<file path="config.mk">
export PLATFORM = sky130hd
export DESIGN_NAME = nibble_add_seq_112
export DESIGN_NICKNAME = d
export VERILOG_FILES = /design/src/rtl/nibble_add_seq_112.sv
export SDC_FILE = /design/constraint.sdc
export NUM_CORES = 1
export LEC_CHECK = 0
export CAP_MARGIN = 20
export CORE_MARGIN = 2
export CORE_UTILIZATION = 51
export DETAILED_ROUTE_END_ITERATION = 16
export PLACE_DENSITY = 0.89
export SYNTH_ARGS = -nofsm -noshare
export SYNTH_HDL_FRONTEND = slang
export SYNTH_SLANG_ARGS = --single-unit
</file>
<file path="constraint.sdc">
create_clock -name clk -period 3.05 [get_ports clk]
set_input_delay 0.7625 -clock clk [delete_from_list [all_inputs] [get_ports clk]]
set_output_delay 0.7625 -clock clk [all_outputs]
set_load 0.05 [all_outputs]
</file>
<file path="src/rtl/nibble_add_seq_112.sv">
// nibble_add_seq_112: 16-bit add/subtract sequenced over four cycles through an
// external 4-bit CLA adder slice, least-significant nibble first.
// Optional feature macro: NIBADD_SUB_EN. When it is defined, sub=1 selects a-b.
// When it is undefined, the sub port is kept but ignored, and the block always adds.
module nibble_add_seq_112 (
    input  logic        clk,
    input  logic        rst_n,
    input  logic        start,
    input  logic        sub,
    input  logic [16:1] a,
    input  logic [16:1] b,
    output logic [4:1]  nib_x,
    output logic [4:1]  nib_y,
    output logic        nib_c0,
    input  logic [4:1]  nib_f,
    input  logic        nib_c4,
    output logic [16:1] sum,
    output logic        cout,
    output logic        ovf,
    output logic        busy,
    output logic        done
);

    localparam logic [1:0] S_IDLE = 2'd0;
    localparam logic [1:0] S_RUN  = 2'd1;
    localparam logic [1:0] S_DONE = 2'd2;

    logic [1:0]  state_q, state_d;
    logic [16:1] a_reg_q, a_reg_d;
    logic [16:1] b_reg_q, b_reg_d;
    logic        carry_q, carry_d;
    logic [1:0]  idx_q,   idx_d;
    logic [16:1] sum_q,   sum_d;
    logic        cout_q,  cout_d;
    logic        ovf_q,   ovf_d;

    logic [16:1] a_sh;
    logic [16:1] b_sh;

`ifndef NIBADD_SUB_EN
    // The sub port stays on the interface but has no function in an add-only build.
    logic sub_unused;
    assign sub_unused = sub;
`endif

    // Select the active nibble of each operand; the slice sees zeros outside RUN.
    always_comb begin
        a_sh   = a_reg_q >> {idx_q, 2'b00};
        b_sh   = b_reg_q >> {idx_q, 2'b00};
        nib_x  = 4'h0;
        nib_y  = 4'h0;
        nib_c0 = 1'b0;
        if (state_q == S_RUN) begin
            nib_x  = a_sh[4:1];
            nib_y  = b_sh[4:1];
            nib_c0 = carry_q;
        end
    end

    // Next-state logic: accept an operation, step through four nibbles, pulse done.
    always_comb begin
        // NOTE: every signal gets its hold value first, so no path can leave one unassigned and infer a latch.
        state_d = state_q;
        a_reg_d = a_reg_q;
        b_reg_d = b_reg_q;
        carry_d = carry_q;
        idx_d   = idx_q;
        sum_d   = sum_q;
        cout_d  = cout_q;
        ovf_d   = ovf_q;
        case (state_q)
            S_IDLE: begin
                if (start) begin
                    a_reg_d = a;
`ifdef NIBADD_SUB_EN
                    // Subtraction is a + ~b + 1; the +1 enters as the first carry-in.
                    b_reg_d = sub ? ~b : b;
                    carry_d = sub;
`else
                    b_reg_d = b;
                    carry_d = 1'b0;
`endif
                    idx_d   = 2'd0;
                    state_d = S_RUN;
                end
            end
            S_RUN: begin
                case (idx_q)
                    2'd0:    sum_d[4:1]   = nib_f;
                    2'd1:    sum_d[8:5]   = nib_f;
                    2'd2:    sum_d[12:9]  = nib_f;
                    default: sum_d[16:13] = nib_f;
                endcase
                carry_d = nib_c4;
                idx_d   = idx_q + 2'd1;
                if (idx_q == 2'd3) begin
                    cout_d  = nib_c4;
                    // Signed overflow: both operands have the same sign, but the result sign differs.
                    ovf_d   = (a_reg_q[16] == b_reg_q[16]) && (nib_f[4] != a_reg_q[16]);
                    state_d = S_DONE;
                end
            end
            S_DONE:  state_d = S_IDLE;
            default: state_d = S_IDLE;
        endcase
    end

    // State registers; reset aborts any operation in flight.
    always_ff @(posedge clk or negedge rst_n) begin
        if (!rst_n) begin
            state_q <= S_IDLE;
            a_reg_q <= '0;
            b_reg_q <= '0;
            carry_q <= 1'b0;
            idx_q   <= 2'd0;
            sum_q   <= '0;
            cout_q  <= 1'b0;
            ovf_q   <= 1'b0;
        end else begin
            // NOTE: non-blocking assignments make all flops update together from pre-edge values.
            state_q <= state_d;
            a_reg_q <= a_reg_d;
            b_reg_q <= b_reg_d;
            carry_q <= carry_d;
            idx_q   <= idx_d;
            sum_q   <= sum_d;
            cout_q  <= cout_d;
            ovf_q   <= ovf_d;
        end
    end

    assign sum  = sum_q;
    assign cout = cout_q;
    assign ovf  = ovf_q;
    assign busy = (state_q == S_RUN);
    assign done = (state_q == S_DONE);

endmodule

</file>
Yosys cells after proc, flatten, opt, wreduce, memory -nomap -nowiden
Cells that the tools add are included.

cells by class
  bitwise operators = 1
  eq/ne operators = 9
  reductions and logical operators = 13
  add/subtract/negate cells = 1
  mux-type cells = 10
  shift-type cells = 2

operators by type and width
  kind                 number
  $shr 16x4->4         2
  $reduce_and 2->1     8
  $mux 4               2
  $pmux 2 s2           2
  $eq 2x2->1 const B   3
  $mux 2               3
  $eq 2x1->1 const B   2
  $logic_not 2->1      2
  $reduce_or 3->1      1
  $add 2x1->2 const B  1
  $mux 1               2
  $ne 2x1->1 const B   1
  $ne 2x2->1 const B   1
  $pmux 1 s2           1
  $reduce_bool 2->1    1
  $eq 1x1->1           1
  $logic_and 1x1->1    1
  $ne 1x1->1           1
  $not 1->1            1

storage, ports and cells
  register bits after elaboration = 55

Depth between registers and ports, before layout
Gate-level depths: netlist (run 1).

  word-level depth = 4
  gate-level depth with buffers = 5

Least setup slack after synthesis (run 1)
OpenSTA, ideal clock, no wires.

  kind = register -> output
  start point = reg state_q[1]
  end point = out nib_x[1] (netlist name)
  cell stages (with the launch flop) = 5
  data required time = 2.288 ns
  path slack = 0.784 ns
  arrival = 1.503 ns
  path buffers = 1
  cell sequence = dfrtp_1 > nand2b_1 > inv_1 > buf_2 > and2_1

on the way
  word-level cells in the longest chain between the ends = 2

ends and longest elaborated chain
  what                    RTL line  source
  from (decl)             28        logic [1:0] state_q, state_d;
  from (signal assigned)  121       state_q <= state_d;
  $eq 2x1->1              n/a
  net busy                20        output logic busy,
  $mux 4                  53        if (state_q == S_RUN) begin
  to (decl)               12        output logic [4:1] nib_x,

The timed path passes the listed nets, and every way through them passes these cells.

Final worst setup path (run 1)
  start point = reg state_q[1]
  end point = out nib_c0

on the way
  word-level cells in the longest chain between the ends = 2

ends and longest elaborated chain
  what        RTL line  source
  $eq 2x1->1  53
  $mux 1      53
  to (decl)   14        output logic nib_c0,

No other way between the ends.

==> results.yml, run 1 <==
run_status:
  status: "finished, final reports clean"
place:
  gp_congestion: 0.764
  hpwl_um: 3490
  dp_cells: 272
  place_area_sq_mm: 0.00311
  io_buffers: 68
floorplanning:
  start_util_pct: 53.9
  die_y_um: 72.6
  die_w_um: 72.6
  die_area_sq_mm: 0.00526
  row_count: 24
  coreArea_sq_mm: 0.00444
  ioPinCount: 70
layout:
  insertedDiodeCount: 0
  final_nets: 272
  drive_above_1_share_pct: 33.3
  fillers: 297
  post-route-util_pct: 71.7
  stdcell_count: 280
  final_area_sq_mm: 0.00319
  area_delta_synth_final_pct: 32.9
synthesis:
  synth_area_leaders: "dfrtp_1 57%, mux2_2 22%, mux4_2 7.5%, and2_1 2.3%, ha_1 2.1%"
  synth-seq-area-share_pct: 57.4
  ys_warn_count: 0
  avgSynthCellArea_sq_um: 15.7
  syn-num-nets: 198
  ys_types: 22
  ys_ff_latch: 55
  synth_area_sq_mm: 0.00240
  synthCells: 153
  yosysTopAreaCell: "dfrtp_1"
  yosysTopAreaCellShare_pct: 57.4
setup_path:
  path_class: "flip-flop to output port"
  crit_arrival_ps: 2110
  cp_slowest_cell: "clkdlybuf4s50_1"
  cp.required_ps: 2290
  path_cells: "nand2b_1 -> inv_1 -> and2_1 -> clkdlybuf4s50_1"
  cp_max_fo: 8
  startpoint_type: "flip-flop"
  critPathCaptureType: "output port"
  cp_top_family: "buffers and inverters"
  critical-path-max-stage-delay_ps: 800
  critPathBufInv: 2
clock_network:
  post_cts_resize_count: 0
  clk_pin_slew_ps: 90
  cts-root-buf: "clkbuf_8"
  postCtsHoldBufs: 0
  post-cts-setup-buffer-count: 0
  cts_tree: "built"
  cts_buffers: 5
  clock_latency_ps: 310
  clk_path_buf_depth: 2
  htree_levels: 2
  clock_sinks: 55
pwr:
  power.density_mw_per_mm2: 1240
  clkPwrFrac_pct: 9.7
  seq_power_share_pct: 34.2
  p_int_w: 0.00225
  pwr-share-comb_pct: 56.1
  p_sw_w: 0.00171
  p_sw_share_pct: 43.2
  ir_worst_vdd_mv: 0.746
  leakagePower_nw: 1.35
timing:
  worstMarginPinSlew_ps: 913
  holdWs_ps: 482
  clock.fmax_mhz: 348
  period_share_pct: 94.2
  final_hold_viol_count: 0
  fin_setup_tns_ps: 0
  rsz0062_at_grt: "no"
  maxSlewViolCount: 0
  maxSlewHeadroom_pct: 39.1
  finalSetupViolations: 0
  skew_ps: 5.48
  finalCriticalPeriod_ps: 2870
routing:
  drc: 0
  via_per_inst: 5.25
  drt-total-wl_um: 4770
  vias: 1471
  antenna_left: 0
  dr.first_iter.drc_count: 81
  wire_per_inst_um: 17.0
  dr.pass1.iters: 4
flow_run:
  maxCapViolCount: 0
worst_hold_path:
  hold_class: "flip-flop to flip-flop"
global_routing:
  grt_pass1_vias: 1565
  grt_pass1_wl_um: 7820
  antenna_found_initial: 0
  grt_max_degree: 43
  grt.total_usage_pct: 19.5
  overflow: 0
## stage by stage
stage / power [W] / setup WS [ps]
floorplan: 0.00294 / 784
global placement: 0.00355 / 554
detailed placement: 0.00361 / 510
CTS: 0.00400 / 161
global route: 0.00417 / 51.8
finish: 0.00396 / 177
## final cells by class
class	instances	area, sq um	share of cell area (%)
Clock buffer	7	76.3	2.39
Clock inverter	1	5.00	0.157
Inverter	4	15.0	0.471
Multi-Input combinational cell	88	956	30.0
Sequential cell	55	1380	43.2
Tap cell	52	65.1	2.04
Timing Repair Buffer	73	693	21.8
## final timing paths
path | slack [ps] | endpoint | depth (start not counted) | start
setup / recovery | 180 | nib_c0 | 4 | state_q[1]$_DFFE_PN0P_
hold / removal | 480 | ovf$_DFFE_PN0P_ | 2 | ovf$_DFFE_PN0P_
setup reg to reg | 1170 | sum[16]$_DFFE_PN0P_ | 3 | idx_q[0]$_DFFE_PN0P_
hold reg to reg | 480 | ovf$_DFFE_PN0P_ | 2 | ovf$_DFFE_PN0P_
max in group asynchronous | 1800 | carry_q$_DFFE_PN0P_ | 2 | rst_n
min in group asynchronous | 580 | b_reg_q[6]$_DFFE_PN0P_ | 1 | rst_n
## worst reg2reg max path: stages (launching register included)
cell and delay, ps:
dfrtp_1 780, ha_1 280, nand3b_1 320, mux2_2 390
## cell families (layout without fill, tap and decap cells)
logic type | count (synthesis) | count (layout) | synth area share, %
adder cells (fa/ha/maj) | 4 | 4 | 2.09
AND/OR/NAND/NOR | 20 | 20 | 5.27
multiplexers | 57 | 57 | 30.5
flip-flops | 55 | 55 | 57.4
buffers and inverters | 10 | 85 | 2.71
AO/OA/AOI/OAI | 7 | 7 | 1.98
## synth_stat cells
cell	count
a22o_1	2
mux2_1	2
mux2_2	47
buf_6	3
and3b_1	1
nand3b_1	1
inv_1	4
ha_1	4
dfrtp_1	55
nand2b_1	1
o21bai_1	2
buf_4	1
a21oi_1	1
nor2_1	1
buf_2	1
nor3b_4	1
clkbuf_1	1
and2_1	9
nand2_1	5
mux4_2	8
nor2b_1	1
o21ai_0	2
## state kept, by name, indices dropped and copies added, names as in the netlist
register,cells
cout,1
b_reg_q,16
idx_q,2
carry_q,1
a_reg_q,16
sum,16
state_q,2
ovf,1
## power by group through the flow
| stage | sequential [W] | clock, W | combinational, W |
|---|---|---|---|
| CTS | 0.00136 | 0.000396 | 0.00224 |
| floorplan | 0.00169 | 0 | 0.00125 |
| detailed placement | 0.00137 | 0 | 0.00223 |
| global placement | 0.00135 | 0 | 0.00220 |
| global route | 0.00141 | 0.000426 | 0.00233 |
| finish | 0.00135 | 0.000382 | 0.00222 |
## placed cells by master (no fill, tap or decap), types with 4 or more instances in the layout
master / Yosys / final
clkdlybuf4s50_1: 0 / 59
dfrtp_1: 55 / 55
mux2_2: 47 / 47
buf_4: 1 / 13
and2_1: 9 / 9
mux4_2: 8 / 8
nand2_1: 5 / 5
clkbuf_8: 0 / 5
inv_1: 4 / 4
ha_1: 4 / 4
## routing by layer
| layer | up-vias | part of all wire [%] | track usage [%] |
|---|---|---|---|
| li1 | 693 | - | - |
| met4 | 0 | 0.69 | 3.70 |
| met3 | 3 | 7.3 | 6.39 |
| met1 | 724 | 43 | 26.3 |
| met5 | - | 0 | 0 |
| met2 | 51 | 49 | 31.3 |
(Power assumes the default switching activity.)
==> inputs of run 2 (changes only) <==
Settings changed: CORE_ASPECT_RATIO set to 0.6, SLEW_MARGIN set to 20.
==> run 2 against run 1 <==
Setup slack gained 70 ps. Sequential share of layout area grew 0.051 points. Highest routed layer unchanged. Fmax grew 2.5%. Via count shrank 0.88%. Non-clock buffer count shrank 2. Cell area shrank 0.12%. Combinational power is essentially flat. Power shrank 0.29%. Clock power shrank 2%. Die area grew 0.34%. Critical path type unchanged. First-iteration DRC count shrank 47%. Wire length shrank 2.7%.
==> results.yml, run 2 (synthesis gave the netlist of run 1 again) <==
setup_path:
  crit-reg2reg-launch: "idx_q[0]$_DFFE_PN0P_"
  cp.required_ps: 2290
  critPathCaptureType: "output port"
  crit_arrival_ps: 2040
  startpoint: "idx_q[0]$_DFFE_PN0P_"
  critPathBufInv: 1
  cp_max_fo: 13
  startpoint_type: "flip-flop"
  r2r-end: "cout$_DFFE_PN0P_"
  reg2reg_depth: 3
  critical-path-max-stage-delay_ps: 790
  path_cells: "mux4_2 -> and2_1 -> buf_4"
  rrSetupSlack_ps: 1190
  cp_top_family: "flip-flops"
  cp_slowest_cell: "dfrtp_1"
  path_class: "flip-flop to output port"
floorplanning:
  row_count: 19
  ioPinCount: 70
  die_w_um: 92.5
  die_y_um: 57.1
  coreArea_sq_mm: 0.00454
  die_area_sq_mm: 0.00528
  start_util_pct: 52.8
timing:
  maxSlewViolCount: 0
  finalSetupViolations: 0
  fin_setup_tns_ps: 0
  rsz0062_at_grt: "no"
  period_share_pct: 91.9
  final_hold_viol_count: 0
  clock.fmax_mhz: 357
  skew_ps: 5.20
  worstMarginPinSlew_ps: 684
  finalCriticalPeriod_ps: 2800
  maxSlewHeadroom_pct: 54.4
clock_network:
  clk_pin_slew_ps: 90
  clk_path_buf_depth: 2
  clock_sinks: 55
  post_cts_resize_count: 0
  clock_latency_ps: 290
  postCtsHoldBufs: 0
  cts_buffers: 5
  htree_levels: 2
  cts_tree: "built"
  cts-root-buf: "clkbuf_8"
  post-cts-setup-buffer-count: 0
routing:
  routed-wl-met3_um: 203
  vias: 1458
  dr.first_iter.drc_count: 43
  via_per_inst: 5.04
  drt-total-wl_um: 4640
  drc: 0
  wire_per_inst_um: 16.1
  route.layer.met1.wl_um: 2340
  top_layer: "met4"
  dr_wl_met2_um: 2080
  dr.pass1.iters: 4
  antenna_left: 0
worst_hold_path:
  hp-start: "a_reg_q[14]$_DFFE_PN0P_"
  hold_class: "flip-flop to flip-flop"
  hold_depth: 1
  hold_end: "a_reg_q[14]$_DFFE_PN0P_"
pwr:
  power.density_mw_per_mm2: 1240
  ir_worst_vdd_mv: 0.632
  leakagePower_nw: 1.34
global_routing:
  grt_max_degree: 56
  overflow: 0
  grt.total_usage_pct: 19.6
  grt_pass1_vias: 1505
  antenna_found_initial: 0
  grt_pass1_wl_um: 7680
layout:
  area_delta_synth_final_pct: 32.8
  layout_common_cells: "58 x clkdlybuf4s50_1, 55 x dfrtp_1, 47 x mux2_2"
  insertedDiodeCount: 0
  fillers: 349
  seqCellArea_sq_mm: 0.00138
  multi_input_area_sq_um: 956
  final_common_cell: "clkdlybuf4s50_1"
  final_nets: 270
  drive_above_1_share_pct: 33.2
  post-route-util_pct: 70.1
place:
  io_buffers: 68
  hpwl_um: 3390
  gp_congestion: 0.713
run_status:
  status: "finished, final reports clean"
flow_run:
  maxCapViolCount: 0
## run 2: worst max-delay path by stage
stage               slack [ps]        to  cells past startpoint
finish                     250  nib_x[1]                      3
global route               100  nib_x[1]                      3
CTS                        190  nib_x[1]                      3
detailed placement         540  nib_x[1]                      3
global placement           560  nib_x[2]                      3
floorplan                  780  nib_x[1]                      4
## run 2: metal layers
layer  GRT usage, %  vias up
met1           29.1      737
li1               -      688
met5              0        -
met2           29.8       31
met4           4.48        0
met3           4.89        2
## run 2: metrics by stage
step	instances	power, W	area (sq um)	hold slack [ps]	worst slack, ps
after floorplan	153	0.00294	2400	452	784
after global placement	281	0.00355	3100	471	563
after detailed placement	281	0.00360	3100	477	537
after CTS	289	0.00398	3180	499	193
after global routing	289	0.00418	3180	517	105
final	289	0.00395	3180	494	247
## run 2: worst register-to-register path: stages, from the launching register on
cell	delay [ps]
dfrtp_1	790
ha_1	290
nand3b_1	290
mux2_2	380
## run 2: area by class of cell
cell class	instances	area share, %
repair buffers	71	21.2
flip-flops and latches	55	43.2
multi-input cells	88	30.0
inverters	4	0.472
well taps	63	2.48
clock buffers	7	2.40
clock inverters	1	0.157
## run 2: report_power, final
group / leakage, nW / internal (W) / total (W) / switching (W)
Sequential: 0.649 / 0.00110 / 0.00136 / 0.000261
Clock: 0.0422 / 0.000162 / 0.000374 / 0.000212
Combinational: 0.651 / 0.000978 / 0.00221 / 0.00123
Total: 1.34 / 0.00224 / 0.00395 / 0.00171
==> inputs of run 3 (changes only) <==
Settings changed: TNS_END_PERCENT set to 30.
==> results of run 3 <==
Final layout, timing and power as in run 2 (identical DEF).
